==> src/rtl/ser_pkg.sv <==
// Shared types and constants for the bit serializer feeding the serial sequence detector.
package ser_pkg;

    localparam int unsigned SER_WIDTH = 16;
    localparam logic [15:0] SER_TEST_WORD = 16'h5772;

    typedef enum logic [1:0] {
        IDLE   = 2'd0,
        SHIFT  = 2'd1,
        PARITY = 2'd2
    } ser_state_e;

endpackage

==> src/rtl/bit_serializer.sv <==
// Parallel-in, LSB-first serial-out shifter with valid/ready load and stallable advance.
// Optional even-parity trailer bit when SER_PARITY_EN is defined.
module bit_serializer
    import ser_pkg::*;
#(
    parameter int unsigned WIDTH = SER_WIDTH,
`ifdef SER_PARITY_EN
    parameter int unsigned IDX_W = $clog2(WIDTH + 1)
`else
    parameter int unsigned IDX_W = $clog2(WIDTH)
`endif
) (
    input  logic             clk,
    input  logic             rst,
    input  logic             load_valid,
    input  logic [WIDTH-1:0] load_data,
    output logic             load_ready,
    input  logic             ser_en,
    output logic             ser_out,
    output logic             ser_valid,
    output logic [IDX_W-1:0] bit_idx,
    output logic             done
);

    ser_state_e       state_q;
    ser_state_e       state_d;
    logic [WIDTH-1:0] shreg;
    logic             load_accept;
    logic             shift_en;
    logic             word_end;
    logic             last_data_bit;
`ifdef SER_PARITY_EN
    logic             par_q;
`endif

    assign last_data_bit = (bit_idx == IDX_W'(WIDTH - 1));

    // State register
    always_ff @(posedge clk) begin
        if (rst) begin
            state_q <= IDLE;
        end else begin
            state_q <= state_d;
        end
    end

    // Next state, handshake and serial outputs decoded from the current state
    always_comb begin
        state_d     = state_q;
        load_accept = 1'b0;
        shift_en    = 1'b0;
        word_end    = 1'b0;
        load_ready  = 1'b0;
        ser_valid   = 1'b0;
        ser_out     = 1'b0;
        case (state_q)
            IDLE: begin
                load_ready = 1'b1;
                if (load_valid) begin
                    load_accept = 1'b1;
                    state_d     = SHIFT;
                end
            end
            SHIFT: begin
                ser_valid = 1'b1;
                ser_out   = shreg[0];
                shift_en  = ser_en;
                if (ser_en && last_data_bit) begin
`ifdef SER_PARITY_EN
                    state_d  = PARITY;
`else
                    state_d  = IDLE;
                    word_end = 1'b1;
`endif
                end
            end
`ifdef SER_PARITY_EN
            PARITY: begin
                ser_valid = 1'b1;
                ser_out   = par_q;
                if (ser_en) begin
                    state_d  = IDLE;
                    word_end = 1'b1;
                end
            end
`endif
            default: begin
                state_d = IDLE;
            end
        endcase
    end

    // Shift register, bit index and registered done pulse
    always_ff @(posedge clk) begin
        if (rst) begin
            shreg   <= '0;
            bit_idx <= '0;
            done    <= 1'b0;
        end else begin
            done <= word_end;
            if (load_accept) begin
                shreg   <= load_data;
                bit_idx <= '0;
            end else if (shift_en) begin
                shreg   <= {1'b0, shreg[WIDTH-1:1]};
                bit_idx <= bit_idx + IDX_W'(1);
            end
            // The index wraps to zero once the whole frame has been consumed
            if (word_end) begin
                bit_idx <= '0;
            end
        end
    end

`ifdef SER_PARITY_EN
    // Parity of the accepted word, captured once so later load_data changes are ignored
    always_ff @(posedge clk) begin
        if (rst) begin
            par_q <= 1'b0;
        end else if (load_accept) begin
            par_q <= ^load_data;
        end
    end
`endif

endmodule

==> config.mk <==
export PLATFORM = sky130hd
export DESIGN_NAME = bit_serializer
export DESIGN_NICKNAME = d
export VERILOG_FILES = /design/src/rtl/ser_pkg.sv /design/src/rtl/bit_serializer.sv
export SDC_FILE = /design/constraint.sdc
export NUM_CORES = 1
export LEC_CHECK = 0
export CAP_MARGIN = 25
export CORE_MARGIN = 4
export CORE_UTILIZATION = 39
export DETAILED_ROUTE_END_ITERATION = 16
export DONT_BUFFER_PORTS = 1
export PLACE_DENSITY = 0.52
export SLEW_MARGIN = 20
export SYNTH_ARGS = -nofsm -noshare
export SYNTH_HDL_FRONTEND = slang
export SYNTH_SLANG_ARGS = --single-unit
==> constraint.sdc <==
create_clock -name clk -period 1.4 [get_ports clk]
set_input_delay 0.21 -clock clk [delete_from_list [all_inputs] [get_ports clk]]
set_output_delay 0.21 -clock clk [all_outputs]
set_load 0.1 [all_outputs]
; ---- Word-level counts from Yosys, hierarchy flattened
; Index checks and enable logic that the tools add are counted.
[word_totals]
ff_bits = 23
latchBits = 0
ram_bits = 0
mem_bits_ro = 0
input_bits = 20
output_inout_bits = 8
wordCells = 27
mem_count = 0
[op_classes]
n_addsub = 1
multipliers = 0
div_mod_pow = 0
order_cmp = 0
eq_ne = 4
shifts = 0
mux = 13
bitwise_logic = 0
reduce_logical = 5
[op_table]
columns = op, n
row1 = two-way mux 16 bit, 2
row2 = two-way mux 1 bit, 8
row3 = "adder 4 x 1 -> 4 bit, second input constant", 1
row4 = "equality test 4 bit, second input constant", 1
row5 = two-way mux 2 bit, 2
row6 = "inequality test 2 bit, second input constant", 2
row7 = one-hot mux 2 bit (2 select lines), 1
row8 = OR reduction 3 bit, 1
row9 = "equality test 2 x 1 -> 1 bit, second input constant", 1
row10 = logical NOT 2 bit, 1
row11 = AND reduction 2 bit, 1
row12 = nonzero test 2 bit, 1
row13 = logical AND 1 bit, 1

; ---- Longest topological paths before layout
[depth]
ltp_word = 5
ltp_mapped = 6

; ---- Worst setup path before layout
; OpenSTA, ideal clock, no wires.
[synth_timing]
kind = flip-flop to output port
start = reg state_q[0]
end = out ser_out
arrival_ns = 1.916
required_ns = 1.190
setup_slack_ns = -0.726
path_stages_with_launch = 3
cell_sequence = dfxtp_1 > buf_6 > and2_1
[synth_via]
elab_chain_cells = 2
[synth_lines]
columns = item, line
row1 = from (decl), bit_serializer.sv:25  ; ser_state_e state_q;
row2 = from (signal assigned), bit_serializer.sv:43  ; state_q <= state_d;
row3 = equality test 2 x 1 -> 1 bit, bit_serializer.sv:56  ; case (state_q)
row4 = two-way mux 1 bit, bit_serializer.sv:56
row5 = to (decl), bit_serializer.sv:19  ; output logic ser_out,
; Every way passes these cells.

; ---- Final worst setup path
[layout_timing]
start = reg state_q[0]
end = out load_ready
[layout_via]
elab_chain_cells = 2
[layout_lines]
columns = item, line
row1 = logical NOT 2 bit, bit_serializer.sv:56
row2 = two-way mux 1 bit, bit_serializer.sv:56
row3 = to (decl), bit_serializer.sv:17  ; output logic load_ready,
; Every way passes these cells.

==> impl_metrics.py <==
metrics = {
    "run_status": {
        "status": "completed",
    },
    "timing": {
        "clock_skew_ps": 0.942,
        "max_slew.worst_pin.slew_ps": 966,
        "slew_headroom_pct": 35.6,
        "hold_viol": 0,
        "fmax_ghz": 0.750,
        "final-setup-viol-count": 0,
        "final.min_clock_period_ps": 1330,
        "fin_crit_sh_pct": 95.3,
        "maxSlewViolCount": 0,
        "rsz0062_at_grt": "no",
        "tns_ps": 0,
        "holdWs_ps": 71.6,
    },
    "place": {
        "hpwl_mm": 1.53,
        "gp_congestion": 0.779,
        "placed_cell_area_mm2": 0.00115,
        "io_buffers": 0,
    },
    "yosys": {
        "synthArstFlopShare_pct": 0,
        "synth_edf_count": 0,
        "netlist_area_mm2": 0.00105,
        "synth_area_per_cell_um2": 9.20,
        "syn_nets": 135,
        "yosys-top-cells-area": "dfxtp_1 (42%), a311oi_2 (16%), nand2_1 (8.6%), nor2_1 (4.7%), buf_6 (4.3%)",
        "synth.distinct_cells": 30,
        "synth-seq-area-share_pct": 42.0,
        "yosysTopAreaCell": "dfxtp_1",
        "synth_top_area_share_pct": 42.0,
        "yosysWarnings": 0,
        "ys.flop_type": "dfxtp_1",
        "syn_inst": 114,
        "synth_seq_cells": 22,
    },
    "clock_tree": {
        "cts_buffer_depth": 2,
        "cts_tree": "done",
        "clkTransAtPathRegs_ps": 120,
        "numCtsBuffers": 3,
        "htree_levels": 1,
        "cts_sinks": 22,
        "cts_root_buf": "clkbuf_4",
        "worstSkewPairLatency_ps": 300,
    },
    "power": {
        "p_sw_mw": 0.367,
        "p_comb_share_pct": 18.9,
        "p_int_mw": 0.918,
        "p_per_area_mw_per_mm2": 1050,
        "pwr-share-clk_pct": 27.5,
        "totalPowerFinal_mw": 1.28,
        "power_leakage_nw": 0.450,
        "peakVddDrop_v": 0.000498,
        "power_frac_seq_pct": 53.5,
        "swShare_pct": 28.5,
    },
    "drt": {
        "drt_iter0_markers": 17,
        "wl_met1_mm": 1.04,
        "wl_mm": 2.22,
        "drc": 0,
        "drt_first_pass_iters": 4,
        "top_layer_used": "met4",
        "dr_wl_met2_um": 977,
        "antenna_left": 0,
        "viasPerCell": 5.39,
        "avgRoutedWirePerCell_um": 14.6,
        "wl_met3_um": 179,
        "vias": 820,
    },
    "finish": {
        "fillers": 248,
        "multi_input_area_um2": 528,
        "finalNetCount": 144,
        "drive_above_1_share_pct": 32.0,
        "area_growth_pct": 16.3,
        "seq_area_um2": 454,
        "diodes": 0,
        "fin_area_mm2": 0.00122,
    },
    "global_routing": {
        "grt_use_total_pct": 14.0,
        "grt_pass1_vias": 812,
        "grt_overflow": 0,
        "antenna_found_initial": 0,
        "grt_pass1_wl_mm": 3.80,
        "grt_max_degree": 21,
    },
    "floorplanning": {
        "num_io_pins": 28,
        "core-area_mm2": 0.00252,
        "initial_core_util_pct": 41.6,
        "die_x_um": 59.9,
        "die_area_mm2": 0.00358,
        "row_count": 18,
        "die_y_um": 59.9,
    },
    "setup_path": {
        "startpoint_type": "flip-flop",
        "critPathRequiredTime_ps": 1190,
        "worstPathCellList": "buf_12 -> inv_2 -> buf_12",
        "critical_path.max_stage_delay_ps": 410,
        "crit_arrival_ps": 1120,
        "crit_slowest_cell": "dfxtp_4",
        "path_buf_inv": 3,
        "cp-end-kind": "primary output",
        "cp_max_fo": 6,
        "path_common_cell": "buf_12",
        "critPathKind": "flip-flop to primary output",
        "critPathTopFamily": "flip-flops",
    },
    "worst_hold_path": {
        "hold_class": "input pin to flip-flop",
    },
    "job": {
        "maxCapViolCount": 0,
    },
}
-- synthesized netlist by cell type, types with 2 or more instances --
| master | instances |
|---|---|
| nand2_1 | 24 |
| a22oi_1 | 2 |
| nand3_1 | 4 |
| buf_4 | 2 |
| nor3_2 | 2 |
| buf_6 | 4 |
| dfxtp_1 | 22 |
| o22ai_1 | 2 |
| buf_2 | 2 |
| a21oi_1 | 4 |
| nor3_1 | 4 |
| a311oi_2 | 11 |
| nor2_1 | 13 |
| clkbuf_1 | 2 |
-- power by group through the flow --
stage               logic [mW]  registers (mW)  clock network (mW)
global route             0.264           0.693               0.398
CTS                      0.242           0.688               0.368
floorplan                0.174           0.721                   0
detailed placement       0.222           0.701                   0
finish                   0.243           0.688               0.354
global placement         0.219           0.700                   0
-- flip-flops by register name, summed over array words and instances, names as in the netlist --
name,flops
state_q,1
shreg,16
done,1
bit_idx,4
-- final timing paths --
| kind | slack, ps | endpoint | start | cells after the start |
|---|---|---|---|---|
| max | 70 | load_ready | state_q[0] | 3 |
| min | 70 | state_q[0] | load_valid | 2 |
| max reg2reg | 100 | bit_idx[1] | bit_idx[0] | 4 |
| min reg2reg | 480 | shreg[0] | shreg[0] | 2 |
-- cell usage in the layout, fill, tap and decap left out, types with 2 or more instances in the layout --
cell type  synthesis  final
a21oi_1            4      4
a22oi_1            2      2
a311oi_2          11     11
buf_12             0      4
buf_4              2      9
clkbuf_4           0      3
dfxtp_1           22     17
dfxtp_2            0      2
dfxtp_4            0      3
nand2_1           24     24
nand3_1            4      4
nor2_1            13     13
nor3_1             4      4
nor3_2             2      2
o22ai_1            2      2
-- metal layers --
layer  global-route usage, %  vias to the layer above
met5                       0                        -
met4                    6.65                        0
met3                    5.40                        2
met2                    20.1                       20
met1                    18.3                      385
li1                        -                      413
-- worst register-to-register path: stages, from the launching register on --
cell and delay [ps]:
dfxtp_4 380, ha_1 220, and3_1 210, a211o_1 330, a21oi_1 110
-- cell families after synthesis --
logic type | Yosys count | synth area share, %
flops | 22 | 42.0
simple gates | 55 | 24.1
fa+ha+maj | 1 | 1.19
xor+xnor | 2 | 1.67
buf+inv | 11 | 7.76
compound gates | 22 | 22.3
mux | 1 | 0.955
-- cell type report --
type | count | area share [%]
clock buffer | 4 | 2.97
sequential | 22 | 37.2
inverter | 1 | 0.308
timing repair buffer | 14 | 13.1
multi-input combinational | 81 | 43.3
tap | 30 | 3.08
-- repair_timing --
item | CTS | global route
gates resized for setup | 3 | 2
endpoints found under the setup margin | 1 | 3
hold endpoints to repair | 19 | 0
hold buffers | 1 | 0
buffers inserted | 0 | 1
-- stage by stage --
stage               worst slack, ps  cells  utilization (%)
floorplan                      2.33    114                -
global placement                145    146             45.6
CTS                            13.4    151             48.0
finish                         65.8    152             48.4
global route                   10.1    152             48.4
detailed placement              115    146             45.6
No activity file was read; power rests on OpenSTA's default activity.
